**src/rtl/sram_arb_pkg.sv**
```systemverilog
// Shared widths and helpers for the two-port SRAM arbiter.
// Byte-mask expansion lives here so every user agrees on lane order.
package sram_arb_pkg;

  localparam int DATA_WIDTH = 64;
  localparam int ADDR_WIDTH = 9;
  localparam int NBYTES     = DATA_WIDTH / 8;

  // Active-high byte enables -> active-low per-bit macro write mask.
  function automatic logic [DATA_WIDTH-1:0] expand_bweb(
    input logic [NBYTES-1:0] bmask
  );
    logic [DATA_WIDTH-1:0] b;
    b = '1;
    for (int i = 0; i < NBYTES; i++)
      b[i*8 +: 8] = {8{~bmask[i]}};
    return b;
  endfunction

endpackage

```
**src/rtl/sram_arb_rsp_slot.sv**
```systemverilog
// One read-response slot: in-flight flag plus a held response register.
// The macro Q is captured the cycle after the access; the slot may pop and reload at once.
module sram_arb_rsp_slot #(
  parameter int DATA_WIDTH = 64
) (
  input  logic                  clk,
  input  logic                  reset,
  input  logic                  issue,
  input  logic                  rsp_ready,
  input  logic [DATA_WIDTH-1:0] sram_q,
  output logic                  inflight,
  output logic                  rsp_valid,
  output logic [DATA_WIDTH-1:0] rsp_rdata
);

  // Track the access, capture Q one cycle later, hold until consumed.
  always_ff @(posedge clk) begin
    if (reset) begin
      inflight  <= 1'b0;
      rsp_valid <= 1'b0;
      rsp_rdata <= '0;
    end else begin
      inflight <= issue;
      if (inflight) begin
        rsp_valid <= 1'b1;
        rsp_rdata <= sram_q;
      end else if (rsp_valid && rsp_ready) begin
        rsp_valid <= 1'b0;
      end
    end
  end

endmodule

```
**src/rtl/sram_port_arbiter.sv**
```systemverilog
// Round-robin arbiter sharing one single-port SRAM macro between two requesters.
// Grant and macro pins are combinational; read responses come from per-port slots.
module sram_port_arbiter
  import sram_arb_pkg::*;
#(
  parameter int DATA_WIDTH = sram_arb_pkg::DATA_WIDTH,
  parameter int ADDR_WIDTH = sram_arb_pkg::ADDR_WIDTH,
  localparam int NBYTES    = DATA_WIDTH / 8,
  parameter logic [1:0] RTSEL_VAL = 2'b00,
  parameter logic [1:0] WTSEL_VAL = 2'b00
) (
  input  logic                    clk,
  input  logic                    reset,
  input  logic [1:0]              req_valid,
  output logic [1:0]              req_ready,
  input  logic [1:0]              req_write,
  input  logic [2*ADDR_WIDTH-1:0] req_addr,
  input  logic [2*DATA_WIDTH-1:0] req_wdata,
  input  logic [2*NBYTES-1:0]     req_bmask,
  output logic [1:0]              rsp_valid,
  input  logic [1:0]              rsp_ready,
  output logic [2*DATA_WIDTH-1:0] rsp_rdata,
  output logic                    sram_ceb,
  output logic                    sram_web,
  output logic [ADDR_WIDTH-1:0]   sram_a,
  output logic [DATA_WIDTH-1:0]   sram_d,
  output logic [DATA_WIDTH-1:0]   sram_bweb,
  input  logic [DATA_WIDTH-1:0]   sram_q,
  output logic [1:0]              sram_rtsel,
  output logic [1:0]              sram_wtsel
);

  logic [1:0] inflight;
  logic [1:0] elig;
  logic [1:0] grant;
  logic       rr;
  logic       sel;

  assign sram_rtsel = RTSEL_VAL;
  assign sram_wtsel = WTSEL_VAL;
  assign req_ready  = grant;
  assign sel        = grant[1];

  // Reads wait for a free slot; writes never wait on response state.
  always_comb begin
    elig = '0;
    for (int i = 0; i < 2; i++)
      elig[i] = req_valid[i] &&
                (req_write[i] ||
                 (!inflight[i] && (!rsp_valid[i] || rsp_ready[i])));
  end

  // Pick the pointed-to port on contention, otherwise whoever is eligible.
  always_comb begin
    grant = elig;
    if (reset)
      grant = '0;
    else if (&elig)
      grant = rr ? 2'b10 : 2'b01;
  end

  // Pointer moves to the port that lost this cycle.
  always_ff @(posedge clk) begin
    if (reset)
      rr <= 1'b0;
    else if (|grant)
      rr <= grant[0];
  end

  // Drive the macro from the granted port, quiet pins when idle.
  always_comb begin
    sram_ceb  = 1'b1;
    sram_web  = 1'b1;
    sram_a    = '0;
    sram_d    = '0;
    sram_bweb = '1;
    if (|grant) begin
      sram_ceb = 1'b0;
      sram_a   = sel ? req_addr[2*ADDR_WIDTH-1:ADDR_WIDTH]
                     : req_addr[ADDR_WIDTH-1:0];
      if (req_write[sel]) begin
        sram_web  = 1'b0;
        sram_d    = sel ? req_wdata[2*DATA_WIDTH-1:DATA_WIDTH]
                        : req_wdata[DATA_WIDTH-1:0];
        sram_bweb = expand_bweb(sel ? req_bmask[2*NBYTES-1:NBYTES]
                                    : req_bmask[NBYTES-1:0]);
      end
    end
  end

  for (genvar i = 0; i < 2; i++) begin : g_slot
    sram_arb_rsp_slot #(
      .DATA_WIDTH(DATA_WIDTH)
    ) u_slot (
      .clk       (clk),
      .reset     (reset),
      .issue     (grant[i] & ~req_write[i]),
      .rsp_ready (rsp_ready[i]),
      .sram_q    (sram_q),
      .inflight  (inflight[i]),
      .rsp_valid (rsp_valid[i]),
      .rsp_rdata (rsp_rdata[i*DATA_WIDTH +: DATA_WIDTH])
    );
  end

endmodule

```
**config.mk**
```make
export PLATFORM = sky130hd
export DESIGN_NAME = sram_port_arbiter
export DESIGN_NICKNAME = d
export VERILOG_FILES = /design/src/rtl/sram_arb_pkg.sv /design/src/rtl/sram_arb_rsp_slot.sv /design/src/rtl/sram_port_arbiter.sv
export SDC_FILE = /design/constraint.sdc
export NUM_CORES = 1
export LEC_CHECK = 0
export ABC_AREA = 1
export BUFFER_PORTS_ARGS = -buffer_cell sky130_fd_sc_hd__buf_2
export CORE_AREA = 3 3 194 196
export CTS_CLUSTER_DIAMETER = 60
export DETAILED_ROUTE_END_ITERATION = 16
export DIE_AREA = 0 0 197 199
export HOLD_SLACK_MARGIN = 0.05
export SYNTH_ARGS = -nofsm -noshare
export SYNTH_HDL_FRONTEND = slang
export SYNTH_SLANG_ARGS = --single-unit
```
**constraint.sdc**
```tcl
create_clock -name clk -period 3.1 [get_ports clk]
set_clock_uncertainty 0.2 [all_clocks]
set_input_delay 0.62 -clock clk [delete_from_list [all_inputs] [get_ports clk]]
set_output_delay 0.62 -clock clk [all_outputs]
set_load 0.02 [all_outputs]
```
==> run_results.csv <==
group,metric,value,unit
status,status,"finished, final reports clean",
power_and_ir_drop,power.leakage,5.310,nW
timing,slew_headroom,0.3833,
cts,clk_latency,430,ps
power_and_ir_drop,ir_drop,0.0003584,V
worst_setup_path,path_class,"reg -> out",
cts,max-clock-path-buffers,2,
placement,pre_cts_slack,50.73,ps
logic_synthesis,syn_area_per_cell,6.492,sq um
layout,layout-area-overhead-vs-synth,46.94,%
worst_setup_path,crit_end,"sram_a[4]",
cts,cts_made_buffers,17,
grt,grt_pass1_vias,7824,
timing,rsz0062_at_grt,"true",
floorplanning,die_w,197,microns
route,wl,29240,microns
floorplanning,placementRows,70,
worst_setup_path,cpLargestDelayFamily,"simple AND/OR/NAND/NOR gates",
logic_synthesis,synth_cell_types,21,
worst_setup_path,crit_required,2280,ps
worst_setup_path,slowest_stage,"dfxtp_1",
worst_setup_path,worstSetupEndpointType,"primary output",
cts,htreeDepth,4,
timing,hold_ws,205.2,ps
job,drv_cap,0,
grt,antenna_found_initial,1,
grt,grt_max_degree,89,
worst_setup_path,worst-path-stages,12,
route,wl_per_cell,14.85,microns
worst_setup_path,path_max_fanout,23,
worst_setup_path,critPathLaunchType,"flop",
worst_hold_path,hold_path.class,"in -> reg",
floorplanning,start_util,0.1914,
timing,final-hold-violation-count,0,
cts,clk_pin_slew,70,ps
logic_synthesis,yosysWarnings,0,
timing,setup_tns,0,ps
worst_setup_path,ff2ff_setup_slack,1400,ps
floorplanning,die_y,199,microns
worst_setup_path,cp.arrival,2110,ps
grt,grt_pass1_wl,43300,microns
worst_setup_path,slowest_delay,310,ps
timing,finalSetupViolCount,0,
worst_setup_path,crit_chain,"nand2_1 > nand2_1 > nand2_2 > nand2_4 > nor2_4 > nand2_2 > buf_12 > inv_4 > buf_4 > nor2_1 > nor2_1 > buf_2",
timing,layout_min_cycle_time,2932,ps
power_and_ir_drop,powerDensity,478.4,nW/um^2
placement,place_area,9548,sq um
timing,finalMaxSlewViolations,0,
worst_setup_path,crit_start,"g_slot[1].u_slot.rsp_valid",
logic_synthesis,synth_top_area_cell,"dfxtp_1",
worst_setup_path,r2r-start,"g_slot[1].u_slot.inflight",
route,ant_nets,0,
timing,period_share,0.9458,
route,first_iter_violations,262,
timing,worst_pin_slew,925.1,ps
layout,fin_cells,1969,
logic_synthesis,yosys.area.top_type_share,0.3836,
worst_setup_path,r2r_end,"g_slot[1].u_slot.rsp_rdata[62]",
cts,cts_sinks,133,
route,viasPerCell,4.165,
logic_synthesis,synth_edf_count,0,
layout,nFillCells,4062,
route,drt_first_pass_iters,4,
worst_setup_path,reg2reg_depth,3,
route,post-route-drc-count,0,
cts,cts_tree,"yes",
logic_synthesis,dominantRegCellSynth,"dfxtp_1",
layout,nets,1722,
placement,dpl.cell_count,1937,
floorplanning,dieArea,39200,sq um
floorplanning,coreArea,36260,sq um
logic_synthesis,synth.area.top_cells,"dfxtp_1 38%, nand2_1 23%, a21oi_1 9.7%",
route,via_count,8200,
grt,grt_use_total,0.1401,
placement,hpwl,22190,microns
floorplanning,ios,509,
layout,stdcell_area,10200,sq um
layout,drive_gt1_frac,0.4236,
logic_synthesis,syn_area,6940,sq um
layout,fin_util,0.2813,
logic_synthesis,syn_inst,1069,
grt,grt_overflow,0,
placement,io_buffers,504,
logic_synthesis,async_flop_share,0,
timing,setup_slack,168.1,ps
timing,max_freq,341.1,MHz
power_and_ir_drop,power,4.879,mW
logic_synthesis,seq_area_frac_synth,0.3836,
worst_setup_path,crit_buf_inv,4,
cts,ctsRootBufferMaster,"clkbuf_16",
logic_synthesis,synth-seq-cells,133,
placement,finalWeightedCongestion,0.8471,
==> metal layers <==
metal / track usage / share of wire / vias up
li1: - / - / 4065
met2: 0.2406 / 0.49 / 361
met5: 0 / 0 / -
met4: 0.04382 / 0.019 / 0
met3: 0.03726 / 0.072 / 39
met1: 0.1718 / 0.42 / 3735
==> cells by family (layout without fill, tap and decap cells) <==
logic type	count (synthesis)	count (layout)	share of synthesized area
other	1	6	0.0005403
and+or+nand+nor	581	581	0.3487
buffers and inverters	211	638	0.1624
DFF	133	133	0.3836
AOI/OAI and AO/OA	143	143	0.1047
==> worst reg2reg max path, delay by kind of cell (launching register included) <==
family                 cells  cell delay, ps
buffers and inverters      1             610
and+or+nand+nor            1             270
DFF                        1             330
AOI/OAI and AO/OA          1             200
==> synthesized netlist by cell type (2+ instances only) <==
cell type	n
buf_2	15
buf_6	8
buf_1	8
nand3_1	65
nor2_2	51
nor2_1	30
nand2_1	430
inv_2	3
nand3_2	2
clkbuf_1	37
dfxtp_1	133
inv_1	71
buf_4	68
o21ai_0	8
a21oi_1	134
==> worst min path at each step <==
stage	startpoint	end	slack, ps	depth (start not counted)
2_1_floorplan	rr	rr	240	2
3_3_place_gp	g_slot[0].u_slot.rsp_rdata[57]	g_slot[0].u_slot.rsp_rdata[57]	240	2
3_5_place_dp	g_slot[1].u_slot.rsp_rdata[34]	g_slot[1].u_slot.rsp_rdata[34]	250	2
4_1_cts	req_write[0]	g_slot[0].u_slot.inflight	180	2
5_1_grt	req_write[0]	g_slot[0].u_slot.inflight	210	2
6_report	req_write[0]	g_slot[0].u_slot.inflight	210	2
==> what timing repair did <==
action	in CTS	in global routing
setup buffers	0	0
setup endpoints to repair	0	103
gates resized for setup	0	16
hold buffers	0	0
==> final cells by class <==
type                            instances  area (sq um)  share of cell area
Clock buffer                           19         442.9             0.04343
Tap cell                              468         585.6             0.05742
Timing Repair Buffer                  533          2864              0.2808
Multi-Input combinational cell        728          3197              0.3135
Sequential cell                       133          2665              0.2613
Inverter                               75         284.0             0.02785
Antenna cell                            2         5.005           0.0004907
Clock inverter                         11         155.1             0.01521
==> registers in the layout, summed over array words and instances, names as in the netlist <==
signal,flops
g_slot.u_slot.rsp_rdata,128
rr,1
g_slot.u_slot.inflight,2
g_slot.u_slot.rsp_valid,2
==> cells in the final DEF (no fill, tap or decap), types with 10 or more instances in the layout <==
| cell type | count |
|---|---|
| nand2_2 | 10 |
| a21oi_1 | 134 |
| dfxtp_1 | 131 |
| inv_1 | 71 |
| nor2_2 | 51 |
| nand3_1 | 64 |
| buf_2 | 502 |
| nand2_1 | 421 |
| clkbuf_16 | 17 |
| nor2_1 | 30 |
| buf_4 | 19 |
==> power breakdown <==
group | internal, mW | switching, mW
Clock | 1.28 | 0.792
Combinational | 0.361 | 0.653
Sequential | 1.76 | 0.0262
(Power assumes the default switching activity.)
